### src/rtl/mem_access_unit.sv
// Load/store unit: drives one word-aligned memory request per LOAD/STORE and
// returns the extended load result. `define MISALIGN_CHECK_EN to reject misaligned H/W accesses.
module mem_access_unit #(
   parameter int TIMEOUT = 16
) (
   input  logic        clk,
   input  logic        rst,
   input  logic        start,
   input  logic [6:0]  opcode,
   input  logic [2:0]  funct3,
   input  logic [31:0] addr,
   input  logic [31:0] store_data,
   output logic        busy,
   output logic        done,
   output logic [31:0] load_data,
   output logic        err,
   output logic        mem_req,
   output logic        mem_we,
   output logic [31:0] mem_addr,
   output logic [31:0] mem_wdata,
   output logic [3:0]  mem_be,
   input  logic        mem_ack,
   input  logic [31:0] mem_rdata
);

   localparam logic [6:0] OP_LOAD  = 7'b0000011;
   localparam logic [6:0] OP_STORE = 7'b0100011;
   localparam int         CW       = $clog2(TIMEOUT + 1);
   localparam logic [CW-1:0] LAST  = CW'(TIMEOUT - 1);

   typedef enum logic [1:0] {IDLE, REQ, DONE} state_t;

   state_t        state, state_n;
   logic [CW-1:0] cnt;
   logic [2:0]    f3_q;
   logic [1:0]    off_q;

   logic          is_mem, misalign, go_req;
   logic [1:0]    half_off;
   logic [3:0]    be_st;
   logic [31:0]   wd_st;
   logic [31:0]   shifted;
   logic [7:0]    byte_sel;
   logic [15:0]   half_sel;
   logic [31:0]   ext;

   assign is_mem   = (opcode == OP_LOAD) || (opcode == OP_STORE);
`ifdef MISALIGN_CHECK_EN
   assign misalign = is_mem && (((funct3[1:0] == 2'b01) && addr[0]) ||
                                ((funct3[1:0] == 2'b10) && (addr[1:0] != 2'b00)));
`else
   assign misalign = 1'b0;
`endif
   assign go_req   = is_mem && !misalign;
   // Halfwords only ever land on lane 0 or 2; addr[0] is ignored.
   assign half_off = {addr[1], 1'b0};

   always_comb begin
      be_st = 4'b1111;
      wd_st = store_data;
      case (funct3[1:0])
         2'b00: begin
            be_st = 4'b0001 << addr[1:0];
            wd_st = {4{store_data[7:0]}};
         end
         2'b01: begin
            be_st = 4'b0011 << half_off;
            wd_st = {2{store_data[15:0]}};
         end
         default: ;
      endcase
   end

   assign shifted  = mem_rdata >> {off_q, 3'b000};
   assign byte_sel = shifted[7:0];
   assign half_sel = off_q[1] ? mem_rdata[31:16] : mem_rdata[15:0];

   always_comb begin
      case (f3_q)
         3'b000:  ext = {{24{byte_sel[7]}}, byte_sel};
         3'b001:  ext = {{16{half_sel[15]}}, half_sel};
         3'b100:  ext = {24'h0, byte_sel};
         3'b101:  ext = {16'h0, half_sel};
         default: ext = mem_rdata;
      endcase
   end

   always_ff @(posedge clk or posedge rst) begin
      if (rst) state <= IDLE;
      else     state <= state_n;
   end

   always_comb begin
      state_n = state;
      case (state)
         IDLE: if (start) state_n = go_req ? REQ : DONE;
         REQ:  if (mem_ack || (cnt == LAST)) state_n = DONE;
         DONE: state_n = IDLE;
         default: state_n = IDLE;
      endcase
   end

   assign busy    = (state != IDLE);
   assign done    = (state == DONE);
   assign mem_req = (state == REQ);

   always_ff @(posedge clk or posedge rst) begin
      if (rst) begin
         mem_we    <= 1'b0;
         mem_addr  <= '0;
         mem_wdata <= '0;
         mem_be    <= '0;
         f3_q      <= '0;
         off_q     <= '0;
         cnt       <= '0;
         err       <= 1'b0;
         load_data <= '0;
      end else begin
         case (state)
            IDLE: if (start) begin
               mem_we    <= (opcode == OP_STORE);
               mem_addr  <= {addr[31:2], 2'b00};
               mem_wdata <= wd_st;
               mem_be    <= ((opcode == OP_STORE) && go_req) ? be_st : 4'b0000;
               f3_q      <= funct3;
               off_q     <= addr[1:0];
               cnt       <= '0;
               if (!go_req) begin
                  err       <= misalign;
                  load_data <= '0;
               end
            end
            REQ: begin
               // An ack on the last allowed cycle still counts as success.
               if (mem_ack) begin
                  err       <= 1'b0;
                  load_data <= mem_we ? 32'h0 : ext;
               end else if (cnt == LAST) begin
                  err       <= 1'b1;
                  load_data <= '0;
               end else begin
                  cnt <= cnt + 1'b1;
               end
            end
            DONE: err <= 1'b0;
            default: ;
         endcase
      end
   end

endmodule

### config.mk
export PLATFORM = sky130hd
export DESIGN_NAME = mem_access_unit
export DESIGN_NICKNAME = d
export VERILOG_FILES = /design/src/rtl/mem_access_unit.sv
export SDC_FILE = /design/constraint.sdc
export NUM_CORES = 1
export LEC_CHECK = 0
export BUFFER_PORTS_ARGS = -buffer_cell sky130_fd_sc_hd__buf_2
export CORE_AREA = 2 2 112 114
export CTS_BUF_LIST = sky130_fd_sc_hd__clkbuf_2
export DETAILED_ROUTE_END_ITERATION = 8
export DIE_AREA = 0 0 114 116
export HOLD_SLACK_MARGIN = 0.1
export PLACE_DENSITY_LB_ADDON = 0.3
export SYNTH_ARGS = -nofsm -noshare
export SYNTH_HDL_FRONTEND = slang
export SYNTH_SLANG_ARGS = --single-unit
export TNS_END_PERCENT = 50
### constraint.sdc
create_clock -name clk -period 3.5 [get_ports clk]
set_clock_uncertainty 0.15 [all_clocks]
set_input_delay 0.175 -clock clk [delete_from_list [all_inputs] [get_ports clk]]
set_output_delay 0.175 -clock clk [all_outputs]
set_load 0.02 [all_outputs]
==> results of run 1 <==
[per-stage QoR]
stage	hold WS [ns]	utilization, %	worst slack [ns]
after global placement	0.2578	54.14	1.160
after detailed placement	0.2602	54.14	1.056
after floorplan	0.1418	-	0.2160
[synth_stat cells (2+ instances only)]
library cell | n | area, µm²
a22o_2 | 7 | 70.07
nand2_1 | 58 | 217.7
nor2b_1 | 6 | 37.54
o22ai_1 | 7 | 43.79
clkbuf_1 | 11 | 41.29
clkbuf_8 | 5 | 68.82
buf_12 | 2 | 40.04
o21ai_0 | 33 | 165.2
nand3_1 | 4 | 20.02
dfrtp_1 | 112 | 2803
inv_1 | 15 | 56.30
mux2_2 | 52 | 585.6
o32ai_1 | 6 | 52.55
nand2b_1 | 7 | 43.79
a21oi_1 | 17 | 85.08
nor2_1 | 22 | 82.58
o211ai_1 | 2 | 15.01
a31oi_1 | 16 | 100.1
a21o_2 | 3 | 26.28
buf_6 | 3 | 33.78
ha_1 | 5 | 62.56
a221oi_1 | 7 | 61.31
buf_2 | 6 | 30.03
a21o_1 | 15 | 112.6
mux2i_1 | 24 | 240.2
o2bb2ai_1 | 9 | 78.83
buf_4 | 3 | 22.52
[logic make-up after synthesis]
group                    after synthesis  share of synthesized area (%)
adder cells (fa/ha/maj)                5                          1.154
flip-flops                           112                          51.68
other                                  1                        0.06915
buffers and inverters                 47                          5.745
AO/OA/AOI/OAI                        134                          17.21
XOR/XNOR                               1                         0.1615
multiplexers                          76                          15.23
AND/OR/NAND/NOR                      105                          8.745
==> results by group, run 1 <==
Clock tree
  • H-Tree Depth: 3
  • CTS Buffer Depth: 2
  • CTS Hold Buffers Added: 167
  • Clk sink count: 112
  • Setup bufs post-CTS: 0
  • CTS buffer count: 9
  • CTS root buf: clkbuf_2
  • Post-cts resize count: 0

Placement
  • Port buffer count: 212
  • Placed cells: 813
  • Routability cong.: 0.8616
  • DP Wirelength: 10.19 mm
  • Post-DP Area: 6449 µm²

Die
  • IO Count: 215
  • Initial Utilization: 45.53%
  • Die Wd: 114 µm
  • Die H: 116 µm
  • Row count: 40

Status
  • Stop stage: clock tree synthesis
  • Outcome: did not finish
  • Stop Error: [ERROR RSZ-0060] Max buffer count reached.

Logic synthesis
  • Yosys reg bits: 112
  • Synth Flop Type: dfrtp_1
  • Post-Synthesis Cells: 481
  • Post-Syn Area per Cell: 11.27 µm²
  • Async set or reset register ratio after synthesis: 100.0%
  • Post-synth EDFFs: 0
  • Mapped Area: 5423 µm²
  • Yosys Warn Count: 0
  • Seq/Total Area, Yosys: 51.68%
  • Post-synth cell types: 51
==> run 2: changes to the inputs <==
CORE_AREA = 2 2 130 132   (was 2 2 112 114)
CTS_BUF_LIST = unset   (was sky130_fd_sc_hd__clkbuf_2)
DIE_AREA = 0 0 132 134   (was 0 0 114 116)
HOLD_SLACK_MARGIN = unset   (was 0.1)
PLACE_DENSITY_LB_ADDON = 0.15   (was 0.3)
clock period = 4.5 ns   (was 3.5 ns; I/O delays follow)
==> results by group, run 2 <==
Status
  • Outcome: complete, but fails checks
  • Failing checks: negative hold slack

STA
  • Final min period: 2.529 ns
  • Setup-failing EPs final: 0
  • Fmax: 395.4 MHz
  • Unrepaired setup endpoints after global routing: false
  • Final Cycle Share: 56.21%
  • Final TNS setup: 0 ns
  • Max_slew headroom: 15.53%
  • Worst hold margin: -0.03068 ns
  • Final Slew Violations: 0
  • Worst-Margin Slew: 1.261 ns
  • Final Hold Vio Count: 24

Die
  • IO Count: 215 (unchanged)
  • Initial Utilization: 33.29% (-12 points)
  • Die Wd: 132 µm (+16%)
  • Die H: 134 µm (+16%)
  • Row count: 47 (+18%)
  • Core area: 16290 µm²
  • DIE AREA: 17690 µm²

Global routing
  • Gr ovfl total: 0
  • Total track usage: 17.30%
  • Largest net degree at the start of global routing: 84
  • Initial antenna violation count: 1
  • Vias in the first global route: 4662
  • First-pass GRT wire length: 24.41 mm

Worst setup path
  • CP Capture Type: flop
  • Worst r2r src: state[0]
  • Kind of critical path: flop to flop
  • Critical Path Start Type: flop
  • CP Max Fanout: 22
  • Data required, critical path: 4.53 ns
  • Crit path launch: state[0]
  • Crit path arrival time: 2.56 ns

Logic synthesis
  • Post-synth EDFFs: 0 (unchanged)
  • Yosys reg bits: 112 (unchanged)
  • Post-Synthesis Cells: 481 (unchanged)
  • Yosys Warn Count: 0 (unchanged)
  • Synth Flop Type: dfrtp_1
  • Largest cells by area after synthesis: dfrtp_1 52%, mux2_2 11%, mux2i_1 4.4%
  • Synth area leader: dfrtp_1
  • Top-area cell type share of the netlist area: 51.68% (unchanged)
  • Commonest cells post-synth: 112 x dfrtp_1, 58 x nand2_1, 52 x mux2_2, 33 x o21ai_0, 24 x mux2i_1
  • Post-Syn Area per Cell: 11.27 µm² (unchanged)
  • Mapped Area: 5423 µm² (unchanged)
  • Async set or reset register ratio after synthesis: 100.0% (unchanged)
  • Top-count cell post-synth: dfrtp_1
  • Seq/Total Area, Yosys: 51.68% (unchanged)
  • Post-synth cell types: 51 (unchanged)

Power and ir drop
  • P per Cell Area: 564.6 nW/µm²
  • Total power: 4044 µW
  • Leak: 0.003636 µW
  • Maximum VDD drop: 338.0 µV

Clock tree
  • CTS root buf: clkbuf_16
  • Clock slew at reported path FFs: 0.07 ns
  • Clk sink count: 112 (unchanged)
  • H-Tree Depth: 3 (unchanged)
  • CTS Hold Buffers Added: 31 (-81%)
  • Setup bufs post-CTS: 0 (unchanged)
  • Post-cts resize count: 0 (unchanged)
  • CTS buffer count: 9 (unchanged)
  • CTS tree: built
  • CTS Buffer Depth: 2 (unchanged)
  • Clk Latency, worst-skew pair: 0.34 ns

Cells and area
  • Commonest non-fill, non-tap cell in the layout: buf_2
  • Share of layout cells above drive strength 1: 42.33%
  • Largest regs: load_data: 32 flops, mem_wdata: 32 flops, mem_addr: 30 flops
  • Fin nets: 821
  • Area grow syn2layout: 32.10%
  • Leading cell types in the layout, fill and taps excluded: 212 x buf_2, 112 x dfrtp_1, 57 x nand2_1, 52 x mux2_2, 33 x o21ai_0

Detailed routing
  • M1 WL: 6.536 mm
  • Drt wl/cell: 16.40 µm
  • Vias/cell: 4.923
  • Antenna viol nets, final: 0
  • Initial DRC count: 197
  • Routed WL: 15.29 mm
  • Metal3 WL: 1.076 mm
  • Top Metal Used: met4
  • WL met2: 7.425 mm
  • Drt pass-1 iters: 4
  • DRC errors left: 0
  • Via count: 4588

Job
  • Max_cap viols: 0

Placement
  • Routability cong.: 0.8805 (+2.2%)
  • Port buffer count: 212 (unchanged)
  • DP Wirelength: 10.98 mm (+7.8%)

Min path
  • Hold Crit Class: primary input to asynchronous set/reset pin
run 2: cell counts after synthesis:
Identical to the previous run, type by type.
run 2: per-stage QoR:
stage          hold slack [ns]  utilization (%)  std cells  instance area (µm²)  worst slack (ns)
2_1_floorplan           0.1918                -        482                 5426             1.166
3_3_place_gp            0.3088            40.07        884                 6528             2.109
3_5_place_dp            0.3108            40.07        884                 6528             1.996
4_1_cts              0.0002734            43.96        931                 7161             1.979
5_1_grt                0.01763            43.97        932                 7163             1.815
6_report              -0.03068            43.97        932                 7163             1.971
run 2: metal layers:
layer / global-route usage [%] / vias up
met5: 0 / -
met4: 5.918 / 0
met3: 4.649 / 18
met2: 28.65 / 166
met1: 21.96 / 2227
li1: - / 2177
run 2: final timing paths:
kind                                 end  slack [ns]  cells past startpoint
min reg2reg                load_data[27]        0.32                      1
min                         mem_addr[21]       -0.03                      2
max                         load_data[2]        1.97                      6
max in group asynchronous         cnt[0]        3.18                      3
max reg2reg                 load_data[2]        1.97                      6
min in group clk                off_q[1]        0.01                      3
run 2: logic make-up after synthesis:
kind of cell | after synthesis | synth area share (%)
XOR/XNOR | 1 | 0.1615
multiplexers | 76 | 15.23
AO/OA/AOI/OAI | 134 | 17.21
AND/OR/NAND/NOR | 105 | 8.745
other | 1 | 0.06915
buffers and inverters | 47 | 5.745
adder cells (fa/ha/maj) | 5 | 1.154
flip-flops | 112 | 51.68
run 2: critical path, cell delays in order, from the launching register on:
cell and delay [ns]:
dfrtp_1 0.40, inv_1 0.11, ha_1 0.29, and2_2 0.54
o21ai_2 0.14, a21oi_1 0.55, o32ai_1 0.21
run 2: final cells by class:
class / instances / area, µm²
Tap cell: 220 / 275.3
Multi-Input combinational cell: 323 / 2315
Inverter: 15 / 58.81
Sequential cell: 112 / 2803
Clock buffer: 12 / 246.5
Antenna cell: 1 / 2.502
Clock inverter: 4 / 76.32
Fill cell: 1620 / 9126
Timing Repair Buffer: 245 / 1386
run 2: where the power goes:
part / switching, µW / internal [µW]
sequential: 233 / 1310
combinational: 980 / 648
clock: 364 / 506
total: 1580 / 2470
(Power assumes the default switching activity.)
==> run 3: changes to the inputs <==
clock period = 2.4 ns   (was 4.5 ns; I/O delays follow)
==> results by group, run 3 (synthesized netlist as in run 2, its figures left out) <==
Min path
  • Hold Crit Class: primary input to flop
  • Hold path start: mem_ack
  • Worst Hold Depth: 3
  • Hold worst-path end: err

Clock tree
  • Clk Latency, worst-skew pair: 0.36 ns (+0.02 ns)
  • CTS tree: built
  • CTS buffer count: 9 (unchanged)
  • CTS Buffer Depth: 2 (unchanged)
  • Setup bufs post-CTS: 0 (unchanged)
  • Clock slew at reported path FFs: 0.08 ns (about the same)
  • CTS root buf: clkbuf_16
  • H-Tree Depth: 3 (unchanged)
  • Clk sink count: 112 (unchanged)

Power and ir drop
  • Maximum VDD drop: 514.6 µV (+52%)
  • Total power: 7618 µW (+88%)
  • P per Cell Area: 971.2 nW/µm² (+72%)
  • Leak: 0.003930 µW (+8.1%)

STA
  • Worst-Margin Slew: 0.6653 ns (-0.5961 ns)
  • Final Slew Violations: 0 (unchanged)
  • Final Cycle Share: 89.45% (+33 points)
  • Max_slew headroom: 55.55% (+40 points)
  • Final TNS setup: 0 ns (unchanged)
  • Final Hold Vio Count: 0 (-100%)
  • Setup-failing EPs final: 0 (unchanged)
  • Fmax: 465.8 MHz (+18%)
  • Unrepaired setup endpoints after global routing: false
  • Final min period: 2.147 ns (-0.3825 ns)

Detailed routing
  • Routed WL: 16.15 mm (+5.6%)
  • Antenna viol nets, final: 0 (unchanged)
  • Drt pass-1 iters: 4 (unchanged)
  • DRC errors left: 0 (unchanged)
  • Vias/cell: 4.831 (-1.9%)
  • Drt wl/cell: 16.13 µm (-1.7%)
  • Initial DRC count: 216 (+9.6%)
  • Via count: 4836 (+5.4%)

Global routing
  • Largest net degree at the start of global routing: 58 (-31%)
  • Initial antenna violation count: 0 (-1)
  • Vias in the first global route: 5055 (+8.4%)
  • Gr ovfl total: 0 (unchanged)
  • Total track usage: 18.15% (+0.85 points)
  • First-pass GRT wire length: 25.92 mm (+6.2%)

Worst setup path
  • Critical Path Start Type: flop
  • Largest stage delay, worst path: 0.53 ns (-0.02 ns)
  • R2r setup slk: 0.25 ns (-1.72 ns)
  • CP Max Fanout: 16 (-27%)
  • CP Capture Type: flop
  • Crit-path cells: inv_1, ha_1, nand3_2, o211ai_4, a21oi_1, a22o_2
  • Worst path slowest cell: o211ai_4
  • RR Endpoint: load_data[15]
  • Worst reg2reg path depth: 6 (unchanged)
  • Kind of critical path: flop to flop
  • Worst r2r src: state[0]
  • Data required, critical path: 2.49 ns (-2.04 ns)
  • Crit path arrival time: 2.24 ns (-0.32 ns)
  • Critical path's top delay family: compound AO/OA/AOI/OAI gates
  • WP buf/inv: 1 (unchanged)

Cells and area
  • Leading cell types in the layout, fill and taps excluded: 212 x buf_2, 112 x dfrtp_1, 85 x dlygate4sd3_1, 57 x nand2_1, 52 x mux2_2
  • Largest regs: load_data: 32 flops, mem_wdata: 32 flops, mem_addr: 30 flops
  • Antenna cells: 0 (-1)
  • Share of layout cells above drive strength 1: 40.97% (-1.4 points)
  • Area grow syn2layout: 44.65%
  • Total area of sequential cells: 2803 µm² (unchanged)
  • Fin area: 7844 µm² (+9.5%)
  • Commonest non-fill, non-tap cell in the layout: buf_2
  • Area of the multi-input gates: 2344 µm² (+1.2%)
  • Number of fill cells: 1546 (-4.6%)
  • Fin nets: 891 (+8.5%)

Die
  • Die H: 134 µm (unchanged)
  • Die Wd: 132 µm (unchanged)
  • Core area: 16290 µm² (unchanged)
  • IO Count: 215 (unchanged)
  • Initial Utilization: 33.29% (unchanged)
  • Row count: 47 (unchanged)
  • DIE AREA: 17690 µm² (unchanged)

Placement
  • DP Wirelength: 11.16 mm (+1.6%)
  • Post-DP Area: 6691 µm² (+2.5%)
  • Routability cong.: 0.8593 (-2.4%)
  • Port buffer count: 212 (unchanged)

Job
  • Max_cap viols: 0 (unchanged)

Status
  • Outcome: finished clean
==> run 3: cell count changes in the layout (fill, tap and decap cells not counted), moves of 2 or more <==
cell | before | now
buf_12 | 0 | 4
buf_4 | 2 | 13
bufinv_16 | 2 | 0
clkinv_2 | 0 | 2
clkinv_4 | 0 | 2
dlygate4sd3_1 | 31 | 85
==> run 3: how the worst max path moves through the flow <==
stage                        start            end  slack [ns]  cells after the start
after floorplan             cnt[0]         cnt[3]        0.14                      7
after global placement    state[0]  load_data[15]        0.19                      6
after detailed placement  state[0]  load_data[15]        0.12                      6
after CTS                 state[0]  load_data[15]        0.09                      6
after global routing      state[0]  load_data[15]        0.06                      6
final                     state[0]  load_data[15]        0.25                      6
==> run 3: metal layers <==
| metal | track usage [%] | routed length [µm] |
|---|---|---|
| met2 | 30.09 | 7625 |
| met3 | 4.308 | 1105 |
| met4 | 5.676 | 275 |
| met1 | 23.59 | 7140 |
| met5 | 0 | 0 |
==> run 3: report_power, final <==
group | internal (µW) | switching, µW
Combinational | 1400 | 1990
Clock | 710 | 713
Sequential | 2460 | 350
==> run 3: metrics by stage <==
stage | hold slack (ns) | util, % | worst slack (ns) | cells
finish | 0.01631 | 48.15 | 0.2532 | 1001
global placement | 0.08893 | 41.08 | 0.1935 | 899
detailed placement | 0.09821 | 41.08 | 0.1196 | 899
CTS | 0.008272 | 47.98 | 0.08760 | 1000
global route | 0.03708 | 48.15 | 0.06469 | 1001
floorplan | 0.08684 | - | 0.1395 | 482
==> run 3: what timing repair did <==
item,4_1_cts,5_1_grt
setup endpoints to repair,0,22
gates resized for setup,0,3
hold endpoints to repair,109,0
hold buffers,85,0
==> run 3: worst reg2reg max path: cells and delay by family, from the launching register on <==
kind,cells,cell delay (ns)
AO/OA/AOI/OAI,3,0.85
flip-flops,1,0.40
adder cells (fa/ha/maj),1,0.30
AND/OR/NAND/NOR,1,0.22
buffers and inverters,1,0.11
==> run 3: layout make-up <==
| class | instances | area share [%] |
|---|---|---|
| clock buffers | 10 | 2.919 |
| repair buffers | 314 | 26.64 |
| well taps | 220 | 3.509 |
| flip-flops and latches | 112 | 35.73 |
| multi-input cells | 324 | 29.88 |
| inverters | 15 | 0.7657 |
| clock inverters | 6 | 0.5583 |
